<file path="src/rtl/imem_boot_ctrl.sv">
// rtl/imem_boot_ctrl.sv - boot loader that streams a length-prefixed image into instruction memory
// Holds the CPU in reset until the image is written, then serves fetches from the memory.
module imem_boot_ctrl #(
    parameter int DEPTH = 256
) (
    input  logic                           clk,
    input  logic                           rst,
    input  logic                           in_valid,
    input  logic [7:0]                     in_data,
    output logic                           in_ready,
    input  logic                           reload,
    output logic                           mem_we,
    output logic [$clog2(DEPTH)-1:0]       mem_waddr,
    output logic [7:0]                     mem_wdata,
    output logic [$clog2(DEPTH)-1:0]       mem_raddr,
    input  logic [31:0]                    mem_rdata,
    input  logic [31:0]                    cpu_addr,
    output logic [31:0]                    cpu_instr,
    output logic                           cpu_rst,
    output logic                           done,
    output logic                           err
);
    localparam int AW = $clog2(DEPTH);

    typedef enum logic [2:0] {HDR0, HDR1, LOAD, RUN, ERR} state_t;

    state_t      state;
    logic [15:0] len;
    logic [15:0] cnt;
    logic [15:0] hdr_len;
    logic        accept;
    logic        unused_addr_bits;

    assign in_ready  = (state == HDR0) || (state == HDR1) || (state == LOAD);
    assign accept    = in_valid && in_ready;
    assign hdr_len   = {in_data, len[7:0]};
    assign done      = (state == RUN);
    assign err       = (state == ERR);
    assign mem_raddr = (state == RUN) ? cpu_addr[AW-1:0] : {AW{1'b0}};
    assign cpu_instr = (state == RUN) ? mem_rdata : 32'h0000_0000;
    assign unused_addr_bits = ^cpu_addr[31:AW];

    always_ff @(posedge clk) begin
        if (rst) begin
            state     <= HDR0;
            len       <= 16'd0;
            cnt       <= 16'd0;
            mem_we    <= 1'b0;
            mem_waddr <= {AW{1'b0}};
            mem_wdata <= 8'h00;
            cpu_rst   <= 1'b1;
        end else begin
            mem_we  <= 1'b0;
            // Registered from the current state so the final byte write lands before release.
            cpu_rst <= (state != RUN);
            case (state)
                HDR0: begin
                    if (accept) begin
                        len   <= {8'h00, in_data};
                        state <= HDR1;
                    end
                end
                HDR1: begin
                    if (accept) begin
                        len <= hdr_len;
                        cnt <= 16'd0;
                        if ({16'd0, hdr_len} > 32'(DEPTH))
                            state <= ERR;
                        else if (hdr_len == 16'd0)
                            state <= RUN;
                        else
                            state <= LOAD;
                    end
                end
                LOAD: begin
                    if (accept) begin
                        mem_we    <= 1'b1;
                        mem_waddr <= cnt[AW-1:0];
                        mem_wdata <= in_data;
                        cnt       <= cnt + 16'd1;
                        if (cnt == len - 16'd1)
                            state <= RUN;
                    end
                end
                RUN: begin
                    if (reload) begin
                        state <= HDR0;
                        len   <= 16'd0;
                        cnt   <= 16'd0;
                    end
                end
                ERR: state <= ERR;
                default: state <= HDR0;
            endcase
        end
    end
endmodule

</file>
<file path="config.mk">
export PLATFORM = sky130hd
export DESIGN_NAME = imem_boot_ctrl
export DESIGN_NICKNAME = d
export VERILOG_FILES = /design/src/rtl/imem_boot_ctrl.sv
export SDC_FILE = /design/constraint.sdc
export NUM_CORES = 1
export LEC_CHECK = 0
export CORE_ASPECT_RATIO = 1.2
export CORE_MARGIN = 3
export CORE_UTILIZATION = 39
export CTS_BUF_LIST = sky130_fd_sc_hd__clkbuf_8
export DETAILED_ROUTE_END_ITERATION = 7
export PLACE_DENSITY = 0.78
export RECOVER_POWER = 100
export SLEW_MARGIN = 20
export SYNTH_ARGS = -nofsm -noshare
export SYNTH_HDL_FRONTEND = slang
export SYNTH_SLANG_ARGS = --single-unit
</file>
<file path="constraint.sdc">
create_clock -name clk -period 2.46 [get_ports clk]
set_clock_uncertainty 0.15 [all_clocks]
set_input_delay 0.738 -clock clk [delete_from_list [all_inputs] [get_ports clk]]
set_output_delay 0.738 -clock clk [all_outputs]
set_load 0.01 [all_outputs]
</file>
Yosys cells after proc, flatten, opt, wreduce, memory -nomap -nowiden:

Index checks and enable logic that the tools add are counted.

* logic and storage cells: 56
* output and inout bits: 61
* flip-flop bits (word level): 53
* bits of input ports: 76

* $lt $le $gt $ge: 1
* reductions and logical operators: 14
* mux-type cells: 18
* bitwise logic cells: 2
* eq/ne operators: 11
* add/sub/neg operators: 2

Operators by type and width (number)
* one-hot mux 16 bit (3 select lines): 2
* two-way mux 16 bit: 5
* two-way mux 32 bit: 1
* two-way mux 3 bit: 6
* adder 16 x 1 -> 16 bit, second input constant: 1
* == test 16 bit: 1
* > comparator 16 x 9 -> 1 bit, second input constant: 1
* logical NOT 16 bit: 1
* subtractor 16 x 1 -> 16 bit, second input constant: 1
* one-hot mux 3 bit (5 select lines): 1
* AND reduction 4 bit: 3
* two-way mux 8 bit: 1
* != test 2 bit, second input constant: 4
* == test 3 x 2 -> 1 bit, second input constant: 2
* nonzero test 3 bit: 2
* AND reduction 5 bit: 1
* == test 3 x 1 -> 1 bit, second input constant: 1
* == test 3 bit, second input constant: 1
* logical NOT 3 bit: 1
* != test 3 x 2 -> 1 bit, second input constant: 1
* logical OR 1 bit: 2
* two-way mux 1 bit: 2
* != test 2 x 1 -> 1 bit, second input constant: 1
* inverter 1 bit: 2
* other kinds (4): 4

Longest topological paths before layout:

* depth in word-level cells: 6
* depth in mapped cells: 9
* depth with buffers taken out: 8

Worst setup path after synthesis:

OpenSTA, ideal clock, no wires.

* path type: input to register
* start point: input in_valid
* end point: register cnt[10]
* stages: 7
* data required time: 2.168 ns
* path slack: 0.070 ns
* setup time: 0.142 ns
* buffers on the path: 1
* data arrival time: 2.098 ns
* path through: buf_2 > mux2i_1 > a211oi_2 > nand4_1 > nor3_1 > xnor2_1 > nor2_1

* cells in the longest elaborated chain, start to end: 3
* elaborated cells on any way between the ends: 4
* those cells by class: eq/ne: 2; reduce/logical: 2

Ends and longest elaborated chain
* start, declared: RTL line 8 `input logic in_valid,`
* logical AND 1 bit *: RTL line 35 `assign accept = in_valid && in_ready;`
* != test 2 bit (no line)
* AND reduction 4 bit (no line) *
* end signal, assigned: RTL line 80 `cnt <= cnt + 16'd1;`
* end, declared: RTL line 29 `logic [15:0] cnt;`

Every way passes the cells marked *; elsewhere a longest branch is shown, timed or not.
A chain may end at the register's enable or synchronous reset.

Worst setup path after layout:

* start point: input in_data[3]
* end point: register state[0]

* cells in the longest elaborated chain, start to end: 5
* elaborated cells on any way between the ends: 6
* those cells by class: order compare: 1; mux: 4; reduce/logical: 1

Ends and longest elaborated chain
* start, declared: RTL line 9 `input logic [7:0] in_data,`
* parallel branches: the longest is 2 deep, another holds > comparator 16 x 9 -> 1 bit
* two-way mux 3 bit *: RTL line 67 `if ({16'd0, hdr_len} > 32'(DEPTH))`
* two-way mux 3 bit *: RTL line 64 `if (accept) begin`
* one-hot mux 3 bit (5 select lines) *: RTL line 56 `case (state)`
* end signal, assigned: RTL line 68 `state <= ERR;`
* end signal, assigned: RTL line 70 `state <= RUN;`
* end signal, assigned: RTL line 72 `state <= LOAD;`
* end, declared: RTL line 27 `state_t state;`

Every way passes the cells marked *. The select of a mux whose other input is x is not followed.

==> flow_summary_export.csv <==
group,metric,value,unit
sta,setup_viol,1,
clock_tree,h-tree-depth,2,
placed_design,dpl.hpwl,7.643,mm
placed_design,place_congestion,0.9343,
clock_tree,cts_tree,"done",
synthesis,synth-compound-area-share,0.1490,
routing,drtIter0Drc,213,
setup_path,cp-start-kind,"primary input",
clock_tree,cts-root-buf,"clkbuf_8",
hold_path,worst_hold_path_type,"reg2reg",
synthesis,ys_async_sr_fraction,0,
die,row_count,35,
sta,setup_ws,-0.001229,ns
setup_path,endpoint,"state[0]",
final_layout,layout_common_cells,"51 x nand2_1, 51 x dfxtp_1, 42 x clkdlybuf4s50_1, 41 x and2_1, 41 x a21oi_1",
die,num_io_pins,137,
setup_path,path_max_fanout,2,
sta,hold_viol_final,0,
routing,dr.pass1.iters,6,
synthesis,synth.area.top_cells,"dfxtp_1 34%, and2_1 8.3%, a21oi_1 6.6%",
setup_path,path_class,"in2reg",
sta,report.final.slew_viol_count,0,
flow_run,maxCapViolCount,0,
placed_design,numPortBuffers,112,
outcome,outcome,"finished, violations left",
clock_tree,cts_sinks,53,
sta,maxSlewHeadroom,0.5433,
die,die-area,9081,um^2
final_layout,num_antenna_cells,0,
global_route,track_usage,0.2129,
global_route,grt_start_max_net_pins,43,
final_layout,stdcell_area,4652,um^2
synthesis,synth_top_area_frac,0.3414,
outcome,violations,"negative setup slack",
placed_design,postPlaceCellArea,4526,um^2
sta,tightest_slew,0.6851,ns
synthesis,synth_xor_area_frac,0.09300,
sta,clock.fmax,406.3,MHz
sta,rsz0062_at_grt,"true",
setup_path,startpoint,"in_data[3]",
setup_path,crit_arrival,2.54,ns
die,start_util,0.4032,
synthesis,ys_ff_latch,53,
power,vdd_ir_drop_max,0.2540,mV
setup_path,rr_startpoint,"len[1]",
setup_path,regToRegSetupSlack,0.08,ns
final_layout,n_fill_cell,699,
setup_path,r2r-end,"state[0]",
synthesis,synthAdderAreaFrac,0.01208,
synthesis,yosys.area_share.simple,0.3325,
setup_path,crit_required,2.53,ns
power,p_leak,1.857,nW
sta,fin_crit_sh,1.000,
clock_tree,clk_pin_slew_worst_paths,0.10,ns
global_route,gr-total-overflow,0,
routing,wl_per_cell,15.49,um
setup_path,cp-end-kind,"flop",
synthesis,netlist.top_cell.by_area,"dfxtp_1",
final_layout,nets,623,
die,die_y,103.8,um
setup_path,ff2ff_path_depth,9,
routing,routed_wl,9.870,mm
synthesis,synthFlopType,"dfxtp_1",
hold_path,hold_start,"mem_wdata[4]",
synthesis,synth-edff-count,0,
routing,antenna_left,0,
synthesis,synth_cell_type_count,45,
synthesis,syn_area_per_cell,7.674,um^2
synthesis,ys_seq_area_frac,0.3414,
routing,num_vias,3425,
synthesis,synth_cells,405,
sta,fin_crit,2.461,ns
clock_tree,clk_latency,0.32,ns
synthesis,synth_top_family_by_area,"simple AND/OR/NAND/NOR gates",
clock_tree,clockBufferDepth,2,
sta,hold_slack,0.3122,ns
final_layout,drive_gt1_frac,0.1394,
final_layout,area_growth,49.68,%
die,coreArea,7707,um^2
power,p_per_area,438.8,nW/um^2
synthesis,syn_area,3108,um^2
sta,fin_tns_setup,-0.001229,ns
global_route,grt_pass1_wl,15.57,mm
synthesis,yosysWarningCount,0,
clock_tree,cts-buffers-inserted,5,
global_route,antenna_found_initial,0,
synthesis,synth_nets,484,
synthesis,synth_mux_area_frac,0.01288,
routing,drc,0,
global_route,first_global_vias,3279,
routing,via_per_inst,5.377,
die,die_x,87.49,um
metrics by stage:
stage	setup WS (ns)	total power [W]	std cells	util
after floorplan	0.07035	0.001212	405	-
after global placement	-0.5688	0.001403	622	0.5872
after detailed placement	-0.6268	0.001420	622	0.5872
after CTS	0.001218	0.002031	631	0.6026
after global routing	-0.02898	0.002131	637	0.6036
final	-0.001229	0.002041	637	0.6036
routing by layer:
layer | wire length, um | GRT usage
met5 | 0 | 0
met4 | 277 | 0.07785
met1 | 3663 | 0.2410
met2 | 5159 | 0.3755
met3 | 770 | 0.05330
layout make-up:
type	count	area [um^2]	share of cell area
Multi-Input combinational cell	315	1918	0.4123
Clock buffer	5	68.82	0.01479
Inverter	10	37.54	0.008069
Timing Repair Buffer	159	1399	0.3007
Tap cell	92	115.1	0.02474
Sequential cell	53	1066	0.2292
Clock inverter	3	47.55	0.01022
Yosys cell counts (3+ instances only):
| cell type | count |
|---|---|
| nor3b_1 | 3 |
| mux2i_1 | 4 |
| clkbuf_1 | 16 |
| a21oi_1 | 41 |
| and2_1 | 41 |
| o22ai_1 | 4 |
| buf_6 | 4 |
| nand4_1 | 6 |
| nand2_1 | 52 |
| xnor2_1 | 17 |
| nor3_1 | 15 |
| a31oi_1 | 5 |
| dfxtp_1 | 53 |
| ha_1 | 3 |
| buf_4 | 3 |
| xor2_1 | 16 |
| o21ai_0 | 14 |
| inv_1 | 9 |
| and3_1 | 7 |
| or3_1 | 7 |
| nand3_1 | 28 |
| nor2_1 | 25 |
logic make-up (layout without fill, tap and decap cells):
family | count (synthesis) | after routing
XOR/XNOR | 33 | 33
AO/OA/AOI/OAI | 79 | 79
adder cells (fa/ha/maj) | 3 | 3
buffers and inverters | 37 | 177
flip-flops | 53 | 53
AND/OR/NAND/NOR | 196 | 196
multiplexers | 4 | 4
report_power, final:
group	internal [W]	switching, W
Clock	0.000311	0.000307
Combinational	0.000254	0.000257
Sequential	0.000879	0.0000332
worst max-delay path: stages:
cell	delay (ns)
clkdlybuf4s50_1	0.44
nor3_2	0.25
nand2_1	0.11
or4_4	0.44
a22oi_2	0.21
nand4_1	0.11
o31ai_2	0.23
sequential cells by signal, summed over array words and instances, names as in the netlist:
| name | count |
|---|---|
| len | 16 |
| mem_wdata | 8 |
| cnt | 16 |
| mem_waddr | 8 |
| state | 3 |
| cpu_rst | 1 |
| mem_we | 1 |
how the worst min path moves through the flow:
stage | endpoint | depth (start not counted)
finish | mem_wdata[4] | 2
detailed placement | mem_waddr[3] | 2
floorplan | len[15] | 2
global placement | mem_waddr[5] | 2
global route | mem_wdata[5] | 2
CTS | mem_waddr[3] | 2
timing repair:
item,in CTS,in global routing
setup endpoints to repair,45,35
resized for setup,79,46
hold buffers,0,0
gates cloned,0,1
buffers inserted,1,5
pin swaps,5,8
Note: power is estimated with default switching activity, not from simulation.
==> edit: new RTL, same settings <==
The 5 states of `state_t` get a one-hot encoding in 5 bits.
--- a/src/rtl/imem_boot_ctrl.sv
+++ b/src/rtl/imem_boot_ctrl.sv
@@ -24,3 +24,3 @@
 
-    typedef enum logic [2:0] {HDR0, HDR1, LOAD, RUN, ERR} state_t;
+    typedef enum logic [4:0] {HDR0 = 5'b00001, HDR1 = 5'b00010, LOAD = 5'b00100, RUN = 5'b01000, ERR = 5'b10000} state_t;
 
Function: no difference found for any inputs over 4 cycles, from zero or initial values and one cycle with rst high; so few cycles prove little.
==> edit against the unedited design <==
The run still ends with negative setup slack left. Sequential power rose by 2.3%. Routed wire length increased by 16%. Synthesized cell count rose by 2.0%. Total power decreased by 1.1%. Setup slack lost 0.14 ns. Utilization grew 8.4 points. Die area is 2.8% higher. Sequential cell count grew 2. Synthesized area is 2.9% higher. Design area grew 16%. Count of clock-buffer cells in the layout up 1. Global-route usage up 1.2 points. First-iteration DRC count is 28% lower. Critical path type is now register to register.
==> edit: results (changes against the unedited design) <==
| Metric | Value |
|---|---|
| Worst path max stage delay | 0.55 ns (was 0.44 ns) |
| Failing checks | negative setup slack (unchanged) |
| R2r endpoint | state[2] (was state[0]) |
| Maximum VDD drop | 228 uV (was 254 uV) |
| Commonest cells in the netlist | nand2_1, dfxtp_1, and2_1 (was dfxtp_1, nand2_1, a21oi_1, and2_1, nand3_1) |
| CP max stage cell | or4_4 (was clkdlybuf4s50_1) |
| Final WS setup | -0.137 ns (was -0.00123 ns) |
| Share of cells above drive strength 1 | 0.339 (was 0.139) |
| Crit-path max FO | 4 (was 2) |
| Postcts setup bufs | 16 (was 1) |
| Final net count | 665 (was 623) |
| Root Buffer | clkbuf_8 (unchanged) |
| Vias in the first global route | 3,625 (was 3,279) |
| Yosys cell types | 51 (was 45) |
| Routability Congestion | 0.902 (was 0.934) |
| Reg2reg path depth | 6 (was 9) |
| Vias per cell | 5.47 (was 5.38) |
| First-pass GRT wire length | 16,700 um (was 15,600 um) |
| Post-DP HPWL | 7490 um (was 7640 um) |
| Antenna Diode Count | 0 (unchanged) |
| Resize count post-CTS | 209 (was 79) |
| Longest Clk Path Bufs | 2 (unchanged) |
| Iter 0 DRT Violations | 153 (was 213) |
| WHS Endpoint | mem_waddr[6] (was mem_wdata[4]) |
| Post-synthesis sequential area ratio | 0.344 (was 0.341) |
| Lkg Pwr | 0.00226 uW (was 0.00186 uW) |
| Syn_nets | 492 (was 484) |
| Status | complete, but fails checks (unchanged) |
| Ys async rst share | 0 (unchanged) |
| Fillcell total | 560 (was 699) |
| Worst r2r src | len[0] (was len[1]) |
| Post-place instance area | 4750 um^2 (was 4530 um^2) |
| Post-Route WL | 11,400 um (was 9870 um) |
| Synth area leaders | dfxtp_1, and2_1, nand2_1, a21oi_1, xnor2_1 (was dfxtp_1, and2_1, a21oi_1, nand2_1, xnor2_1) |
| Tightest Pin Transition | 0.928 ns (was 0.685 ns) |
| Worst hold slack | 0.309 ns (was 0.312 ns) |
| Clock transition at path regs | 0.10 ns (about the same) |
| Final setup vio count | 37 (was 1) |
| I/O Buffers | 112 (unchanged) |
| Hold path start | mem_waddr[6] (was mem_wdata[4]) |
| GRT Overall Usage | 0.225 (was 0.213) |
| CP top delay family | simple AND/OR/NAND/NOR gates (unchanged) |
| Largest net degree at the start of global routing | 22 (was 43) |
| Top Registers | cnt x16, len x16 (unchanged) |
| Arrival @ worst endpoint | 2.65 ns (was 2.54 ns) |
| Synth Warn # | 0 (unchanged) |
edit: cells by family (layout without fill, tap and decap cells):
| family | Yosys count | in the layout | synth area share |
|---|---|---|---|
| adder cells (fa/ha/maj) | 3 | 3 | 0.0117 |
| XOR/XNOR | 38 | 38 | 0.104 |
| buffers and inverters | 32 | 206 | 0.0477 |
| flip-flops | 55 | 55 | 0.344 |
| AO/OA/AOI/OAI | 78 | 78 | 0.153 |
| AND/OR/NAND/NOR | 207 | 207 | 0.339 |
edit: worst max-delay path by stage:
stage                               end     start  cells after the start  slack, ns
after floorplan           cpu_instr[23]  state[1]                      4      0.009
after global placement         state[2]  in_valid                      5      -0.46
after detailed placement       state[3]  in_valid                      5      -0.49
after CTS                 cpu_instr[20]  state[2]                      8      -0.21
after global routing           state[2]    len[0]                      6      -0.19
final                          state[2]    len[0]                      6      -0.14
edit: stage by stage:
stage	setup TNS, ns	std cells	setup WS (ns)	total power (uW)	util
2_1_floorplan	0	413	0.00875	1210	-
3_3_place_gp	-16.52	643	-0.457	1430	0.606
3_5_place_dp	-17.95	643	-0.492	1440	0.606
4_1_cts	-4.46	671	-0.211	1970	0.641
5_1_grt	-3.37	679	-0.189	2100	0.687
6_report	-2.03	679	-0.137	2020	0.687
edit: routing by layer:
layer  global-route usage  wire, um  vias up
met4               0.0778       350        0
li1                     -         -     1767
met5                    0         0        -
met2                0.413      6110      171
met3               0.0610       892       34
met1                0.240      4070     1741
edit: final cells by class:
class                   count  area (um^2)  share of cell area
multi-input cells         326         2170               0.402
repair buffers            193         1880               0.348
flip-flops and latches     55         1120               0.207
well taps                  92          115              0.0214
clock buffers               6         82.6              0.0153
inverters                   5         18.8             0.00348
clock inverters             2         12.5             0.00232
edit: report_power, final:
group,switching [uW],internal (uW)
Sequential,25.6,907
Clock,295,227
Combinational,252,311
